File: src/rtl/regfile_read_port_pkg.sv
// Shared definitions for the integer register-file read port.
package regfile_read_port_pkg;

  localparam int XLEN = 32;  // data width
  localparam int NREG = 32;  // architectural registers, x0 hardwired to zero
  localparam int AW   = 5;   // register address width, clog2(NREG)

  typedef logic [AW-1:0] reg_addr_t;

endpackage

File: src/rtl/regfile_scoreboard.sv
// Busy-bit scoreboard: one bit per architectural register marking an
// outstanding write. A set from an accepted request wins over a same-cycle
// write-back clear of the same register; flush clears everything.
module regfile_scoreboard
  import regfile_read_port_pkg::*;
(
  input  logic            clk,
  input  logic            rst_n,
  input  logic            flush,
  input  logic            set_en,
  input  reg_addr_t       set_addr,
  input  logic            clr_en,
  input  reg_addr_t       clr_addr,
  output logic [NREG-1:0] busy
);

  // Busy bits; x0 can never be busy because it is never written.
  always_ff @(posedge clk or negedge rst_n) begin
    if (!rst_n) begin
      busy <= '0;
    end else if (flush) begin
      busy <= '0;
    end else begin
      busy[0] <= 1'b0;
      for (int i = 1; i < NREG; i++) begin
        if (set_en && set_addr == reg_addr_t'(i)) begin
          busy[i] <= 1'b1;
        end else if (clr_en && clr_addr == reg_addr_t'(i)) begin
          busy[i] <= 1'b0;
        end
      end
    end
  end

endmodule

File: src/rtl/regfile_read_port.sv
// Dual-source operand reader: owns the 32x32 register array and write-back
// port, bypasses same-cycle write-back data, stalls reads of busy registers,
// and returns both operands on a registered valid/ready response channel.
module regfile_read_port
  import regfile_read_port_pkg::*;
(
  input  logic            clk,
  input  logic            rst_n,
  input  logic            flush,
  input  logic            req_valid,
  output logic            req_ready,
  input  logic [AW-1:0]   req_rs1,
  input  logic [AW-1:0]   req_rs2,
  input  logic [AW-1:0]   req_rd,
  input  logic            req_rd_we,
  output logic            rsp_valid,
  input  logic            rsp_ready,
  output logic [XLEN-1:0] rsp_rs1_data,
  output logic [XLEN-1:0] rsp_rs2_data,
  input  logic            wb_enable,
  input  logic [AW-1:0]   wb_addr,
  input  logic [XLEN-1:0] wb_data
);

  logic [XLEN-1:0] regs [NREG];
  logic [NREG-1:0] busy;

  // Write-back to x0 is discarded everywhere, so qualify it once.
  logic wb_we;
  logic hit_rs1, hit_rs2, hit_rd;
  logic clear_rs1, clear_rs2, rd_hazard, hazard;
  logic accept;
  logic rd_set;
  logic [XLEN-1:0] rs1_val, rs2_val;

  assign wb_we   = wb_enable && (wb_addr != '0);
  assign hit_rs1 = wb_we && (wb_addr == req_rs1);
  assign hit_rs2 = wb_we && (wb_addr == req_rs2);
  assign hit_rd  = wb_we && (wb_addr == req_rd);

  // Operand values: x0 reads zero, a matching write-back is bypassed.
  assign rs1_val = (req_rs1 == '0) ? '0 : (hit_rs1 ? wb_data : regs[req_rs1]);
  assign rs2_val = (req_rs2 == '0) ? '0 : (hit_rs2 ? wb_data : regs[req_rs2]);

  // A source is usable if it is x0, not busy, or resolved by this write-back.
  assign clear_rs1 = (req_rs1 == '0) || !busy[req_rs1] || hit_rs1;
  assign clear_rs2 = (req_rs2 == '0) || !busy[req_rs2] || hit_rs2;

  // A second in-flight write to the same destination is not allowed.
  assign rd_hazard = req_rd_we && (req_rd != '0) && busy[req_rd] && !hit_rd;
  assign hazard    = !clear_rs1 || !clear_rs2 || rd_hazard;

  // No req_valid term here, so ready never depends combinationally on valid.
  assign req_ready = !flush && !hazard && (!rsp_valid || rsp_ready);
  assign accept    = req_valid && req_ready;
  assign rd_set    = accept && req_rd_we && (req_rd != '0);

  regfile_scoreboard u_scoreboard (
    .clk      (clk),
    .rst_n    (rst_n),
    .flush    (flush),
    .set_en   (rd_set),
    .set_addr (req_rd),
    .clr_en   (wb_we),
    .clr_addr (wb_addr),
    .busy     (busy)
  );

  // Register array write port; write-back still lands during a flush.
  // NOTE: the array is reset because reads after reset must return zero;
  // this keeps it in flops rather than an inferred RAM macro.
  always_ff @(posedge clk or negedge rst_n) begin
    if (!rst_n) begin
      for (int i = 0; i < NREG; i++) begin
        regs[i] <= '0;
      end
    end else if (wb_we) begin
      regs[wb_addr] <= wb_data;
    end
  end

  // Response register: load on accept, drain on consume, drop on flush.
  // NOTE: non-blocking assignments so every flop samples pre-edge values.
  always_ff @(posedge clk or negedge rst_n) begin
    if (!rst_n) begin
      rsp_valid    <= 1'b0;
      rsp_rs1_data <= '0;
      rsp_rs2_data <= '0;
    end else if (flush) begin
      rsp_valid <= 1'b0;
    end else if (accept) begin
      rsp_valid    <= 1'b1;
      rsp_rs1_data <= rs1_val;
      rsp_rs2_data <= rs2_val;
    end else if (rsp_ready) begin
      rsp_valid <= 1'b0;
    end
  end

endmodule

File: config.mk
export PLATFORM = sky130hd
export DESIGN_NAME = regfile_read_port
export DESIGN_NICKNAME = d
export VERILOG_FILES = /design/src/rtl/regfile_read_port_pkg.sv /design/src/rtl/regfile_scoreboard.sv /design/src/rtl/regfile_read_port.sv
export SDC_FILE = /design/constraint.sdc
export NUM_CORES = 2
export LEC_CHECK = 0
export CORE_ASPECT_RATIO = 0.75
export CORE_MARGIN = 5
export CORE_UTILIZATION = 50
export DETAILED_ROUTE_END_ITERATION = 10
export DONT_BUFFER_PORTS = 1
export PLACE_DENSITY = 0.78
export SYNTH_ARGS = -nofsm -noshare
export SYNTH_HDL_FRONTEND = slang
export SYNTH_SLANG_ARGS = --single-unit
export TNS_END_PERCENT = 30
File: constraint.sdc
create_clock -name clk -period 2.3 [get_ports clk]
set_clock_uncertainty 0.1 [all_clocks]
set_input_delay 0.23 -clock clk [delete_from_list [all_inputs] [get_ports clk]]
set_output_delay 0.23 -clock clk [all_outputs]
set_load 0.01 [all_outputs]
After elaboration in Yosys (flattened, before gate mapping):

Cells that the tools add are included.
Widths: inputs -> output; s select.

* bits in registers: 1121
* bits of input ports: 59
* output and inout port bits: 66
* logic and storage cells: 355

* $lt $le $gt $ge: 7
* eq/ne operators: 65
* multiplexer cells: 85
* bitwise operators: 4
* reductions and logical operators: 127

Operator list (number)
* $bwmux 1024: 1
* $bmux 32 s5: 2
* $mux 32: 10
* $demux 32 s5: 1
* $eq 5x5->1 const B: 32
* $reduce_bool 3->1: 32
* $eq 5x4->1 const B: 16
* $logic_and 1x1->1: 75
* $mux 1: 68
* $eq 5x3->1 const B: 8
* $eq 5x2->1 const B: 4
* $ge 6x6->1 const B: 3
* $lt 5x6->1 const B: 3
* $not 5->6: 3
* $bmux 1 s5: 3
* $eq 5x5->1: 3
* $eq 5x1->1 const B: 2
* $logic_not 5->1: 2
* $reduce_bool 5->1: 2
* $logic_not 1->1: 8
* $logic_or 1x1->1: 7
* $lt 6x1->1 const B: 1
* $reduce_and 2->1: 1
* $not 1->1: 1

Depth between registers and ports, before layout:

* depth after elaboration: 17
* mapped depth: 13

By module:

A second synthesis with hierarchy kept.

* cells, all modules: 4417
* area total of the unflattened synthesis: 59671.0 µm²

By module, submodules not included
* regfile_read_port: times used 1, cells each 4281, area an instance 58219.6 µm², seq. area each 27251.1 µm²
* regfile_scoreboard: times used 1, cells each 136, area an instance 1451.4 µm², seq. area each 775.7 µm²

Worst setup path after synthesis:

OpenSTA, ideal clock, no wires.

* path type: input -> register
* start: in req_rs1[0]
* end: reg rsp_rs1_data[8]
* data arrival time: 2485 ps
* required time: 2075 ps
* setup slack: -409 ps
* cell stages on the path: 10
* path buffers: 6
* cells stage by stage: buf_4 buf_4 buf_4 buf_6 buf_4 buf_2 mux4_2 o2111ai_1 a21oi_1 mux2_2

* cells in the longest elaborated chain, start to end: 13
* elaborated cells between the ends (all ways): 22
* those cells by class: 1 x eq/ne; 7 x mux; 1 x bitwise; 13 x reduce/logical

Ends and longest elaborated chain
* start: declaration: RTL line regfile_read_port.sv:12 `input logic [AW-1:0] req_rs1,`
* $bmux 1 s5: RTL line regfile_read_port.sv:46 `assign clear_rs1 = (req_rs1 == '0) || !busy[req_rs1] || hit_rs1;`
* $mux 1 (implied by the code): RTL line regfile_read_port.sv:46
* $logic_not 1->1: RTL line regfile_read_port.sv:46
* $logic_or 1x1->1 (2 in series): RTL line regfile_read_port.sv:46
* $logic_not 1->1: RTL line regfile_read_port.sv:51 `assign hazard = !clear_rs1 || !clear_rs2 || rd_hazard;`
* $logic_or 1x1->1 (2 in series): RTL line regfile_read_port.sv:51
* $logic_not 1->1: RTL line regfile_read_port.sv:54 `assign req_ready = !flush && !hazard && (!rsp_valid || rsp_ready);`
* $logic_and 1x1->1 (2 in series): RTL line regfile_read_port.sv:54
* $logic_and 1x1->1: RTL line regfile_read_port.sv:55 `assign accept = req_valid && req_ready;`
* $reduce_and 2->1 (no line)
* end signal: assignment: RTL line regfile_read_port.sv:93 `rsp_rs1_data <= rs1_val;`
* end: declaration: RTL line regfile_read_port.sv:18 `output logic [XLEN-1:0] rsp_rs1_data,`

Several ways; a longest one is shown, not always the timed one. The select of a mux whose other input is x is not followed.
A chain may end at the register's enable or synchronous reset.

Final worst setup path:

* start: in req_rs1[1]
* end: reg rsp_rs1_data[12]

Same word-level chain as after synthesis.

==> impl_metrics.ini <==
[synthesis]
netlist_top_cells_area = dfrtp_1, mux2_2, mux4_2, mux2i_1, a221oi_1
async_reset_ff_share_pct = 100.0
post_synth_instance_area_um2 = 60030
synth_edf_count = 0
synthesis.yosys.warnings = 0
post-synth-top-area-cell = dfrtp_1
netlist-cell-type-count = 58
total_of_flip_flops_plus_latches_after_synthesis = 1120
post_synthesis_area_per_instance_um2 = 13.83
synth_largest_type_area_fraction_pct = 46.69
synth.yosys.seq_area_share_pct = 46.69
synth_cells = 4341
postSynthNetCount = 4400
postSynth.topFlopCell = dfrtp_1

[global_routing]
grt_total_ovfl = 0
global_route.peak_usage_layer = met2
grt.met3_usage_pct = 12.00
vias_in_the_first_global_route = 43020
use_met1_pct = 41.13
globalRouteTotalUtil_pct = 31.23
grt.met2_usage_pct = 46.04
grt_max_degree = 1121
grt_first_pass_wirelength_um = 295800
grt_antenna_before_repair = 11

[clock_tree]
cts-root-to-sink-buffers = 3
cts-buffers-inserted = 107
clock_latency_late_sink_ns = 0.73
cts.htree.levels = 3
cts_root_buf = clkbuf_16
hold_buffers = 85
clock_sink_count = 1120
clk_pin_slew_ns = 0.06
cts_tree = done

[floorplanning]
dieArea_um2 = 127200
boundaryPins = 125
chipHeight_um = 310.1
die_w_um = 410.1
initial_core_util_pct = 50.19
core.rowCount = 110
floorplan.core_area_um2 = 119600

[cells_and_area]
fin_nets = 4338
layout.cells.most_common = dfrtp_1
synthToLayoutAreaGrowth_pct = 12.74
post_route_cells_drive_above_1_share_pct = 43.89
finalCoreUtilization_pct = 56.58
top_library_cells_by_usage_in_the_layout_fill_and_taps_aside = dfrtp_1, mux2_2, mux2i_1, mux4_2, buf_4

[outcome]
failed_checks = hold timing, slew limit, setup timing
status = finished with violations

[sta]
finalWorstPathRequiredPeriod_ns = 3.667
maxSlewViolCount = 271
final_hold_vios = 337
final_min_period_over_clock_period_pct = 159.4
slew-limit-headroom_pct = -85.20
setup_violations = 97
fmax_ghz = 0.2727
timing_worst_slew_pin_value_ns = 2.778
rsz0062_at_grt = yes
final.hold.worst_slack_ns = -0.9035
setup_tns_ns = -86.56
timing.final.ws_setup_ns = -1.367

[power_and_ir_drop]
vdd.ir_drop.worst_uv = 686.3
design_power_total_mw = 56.25
p_leak_nw = 29.37
power_per_cell_area_nw_per_um2 = 831.1

[route]
ant_nets = 0
avgViaCountPerCell = 7.171
detail_route.iter0.violations = 5429
firstDrtPassIters = 7
vias = 42600
finalWirelength_um = 201700
drt-wirelength-per-cell_um = 33.95
remaining_drc_errors = 0

[setup_path]
timing.setup.critical_path_class = in -> reg
end_kind = flip-flop
worst_ep_arrival_time_ns = 4.18
critical-path-slowest-cell = mux4_2
worst_path_required_time_ns = 2.82
element_type_at_the_critical_path_start = input port
worst-path-max-fanout = 323
cp_slowest_stage_delay_ns = 1.44
crit_path_cell_trace = mux4_2, mux2i_1, o21ai_0, o2111ai_1, a21oi_1, mux2_2

[placement]
gpl.final_weighted_congestion = 0.8535
numPortBuffers = 0
dp_hpwl_um = 109700

[min_path]
min_path_type = in -> async

[flow_run]
drv_cap = 0
[report_power, final]
group	total, mW	switching, mW	leakage, nW	internal, mW
clock	18.1	8.01	1.76	10.1
sequential	27.2	3.64	14.4	23.5
combinational	11.0	4.27	13.2	6.73
total	56.2	15.9	29.4	40.3
[routing by layer]
metal | vias to the layer above | share of wire [%]
li1 | 16700 | -
met1 | 22310 | 38
met2 | 2864 | 43
met3 | 724 | 13
met4 | 10 | 5.6
met5 | - | 0.077
[registers in the layout, summed over array words and instances (netlist names)]
register and flops:
u_scoreboard.busy 31, regs 1024, rsp_valid 1, rsp_rs1_data 32
rsp_rs2_data 32
[cell usage after synthesis, types with 17 or more instances]
library cell and instances:
dfrtp_1 1120, mux2_2 1062, mux2i_1 452, mux4_2 333, clkbuf_1 329, a221oi_1 149, o21ai_0 96, buf_2 82
a21oi_1 65, nand2_1 64, nand3_1 63, a22oi_1 59, nor2_1 57, buf_1 56, o22ai_1 27, a32o_1 26
o31ai_1 26, a221o_1 25, o2111ai_1 23, o211ai_1 23, buf_4 22, nand2b_1 22, nor4_1 21, nand3b_1 17
[cell type report]
type,count,area (µm²)
fill,9161,51930
multi-input combinational,2722,30310
sequential,1120,28030
timing repair buffer,322,3800
clock buffer,167,3264
tap,1568,1962
clock inverter,31,276.5
inverter,6,25.02
antenna,4,10.01
[path summary, 6_finish.rpt]
check                                          start          endpoint  depth (start not counted)  slack, ns
min in group clk                          wb_addr[3]         regs[412]                          4       0.06
max in group asynchronous                      rst_n         regs[907]                          3       0.58
worst min register to register            regs[1005]        regs[1005]                          0       0.30
worst max register to register  u_scoreboard.busy[7]  rsp_rs1_data[10]                         13      -0.53
worst min-delay path                           rst_n         regs[989]                          0      -0.90
worst max-delay path                      req_rs1[1]  rsp_rs1_data[12]                          6      -1.37
[kinds of logic (layout without fill, tap and decap cells)]
group | Yosys count | in the layout | synth area share, %
and+or+nand+nor | 305 | 305 | 2.668
xor gates and xnor gates | 15 | 15 | 0.2188
DFF | 1120 | 1120 | 46.69
muxes | 1855 | 1855 | 40.15
AOI/OAI and AO/OA | 547 | 547 | 6.793
buffers and inverters | 499 | 526 | 3.479
other | 0 | 4 | 0
[through the flow]
step                      cell area, µm²  instances  worst slack (ns)
after global placement             62560       5634           -0.2925
after global routing               67660       5936           -0.5949
final                              67670       5940            -1.367
after CTS                          67370       5928           -0.5485
after floorplan                    60350       4341          -0.08444
after detailed placement           62560       5634           -0.3216
[critical path: cells and delay by family]
kind | cells | cell delay, ns
compound gates | 3 | 0.66
mux | 3 | 1.97
[what timing repair did]
item | in CTS | in global routing
buffers inserted | 6 | 0
cloned | 5 | 3
resized for setup | 16 | 16
setup endpoints to repair | 97 | 473
endpoints found under the hold margin | 2206 | 337
pin swaps | 6 | 2
No activity file was read; power rests on OpenSTA's default activity.
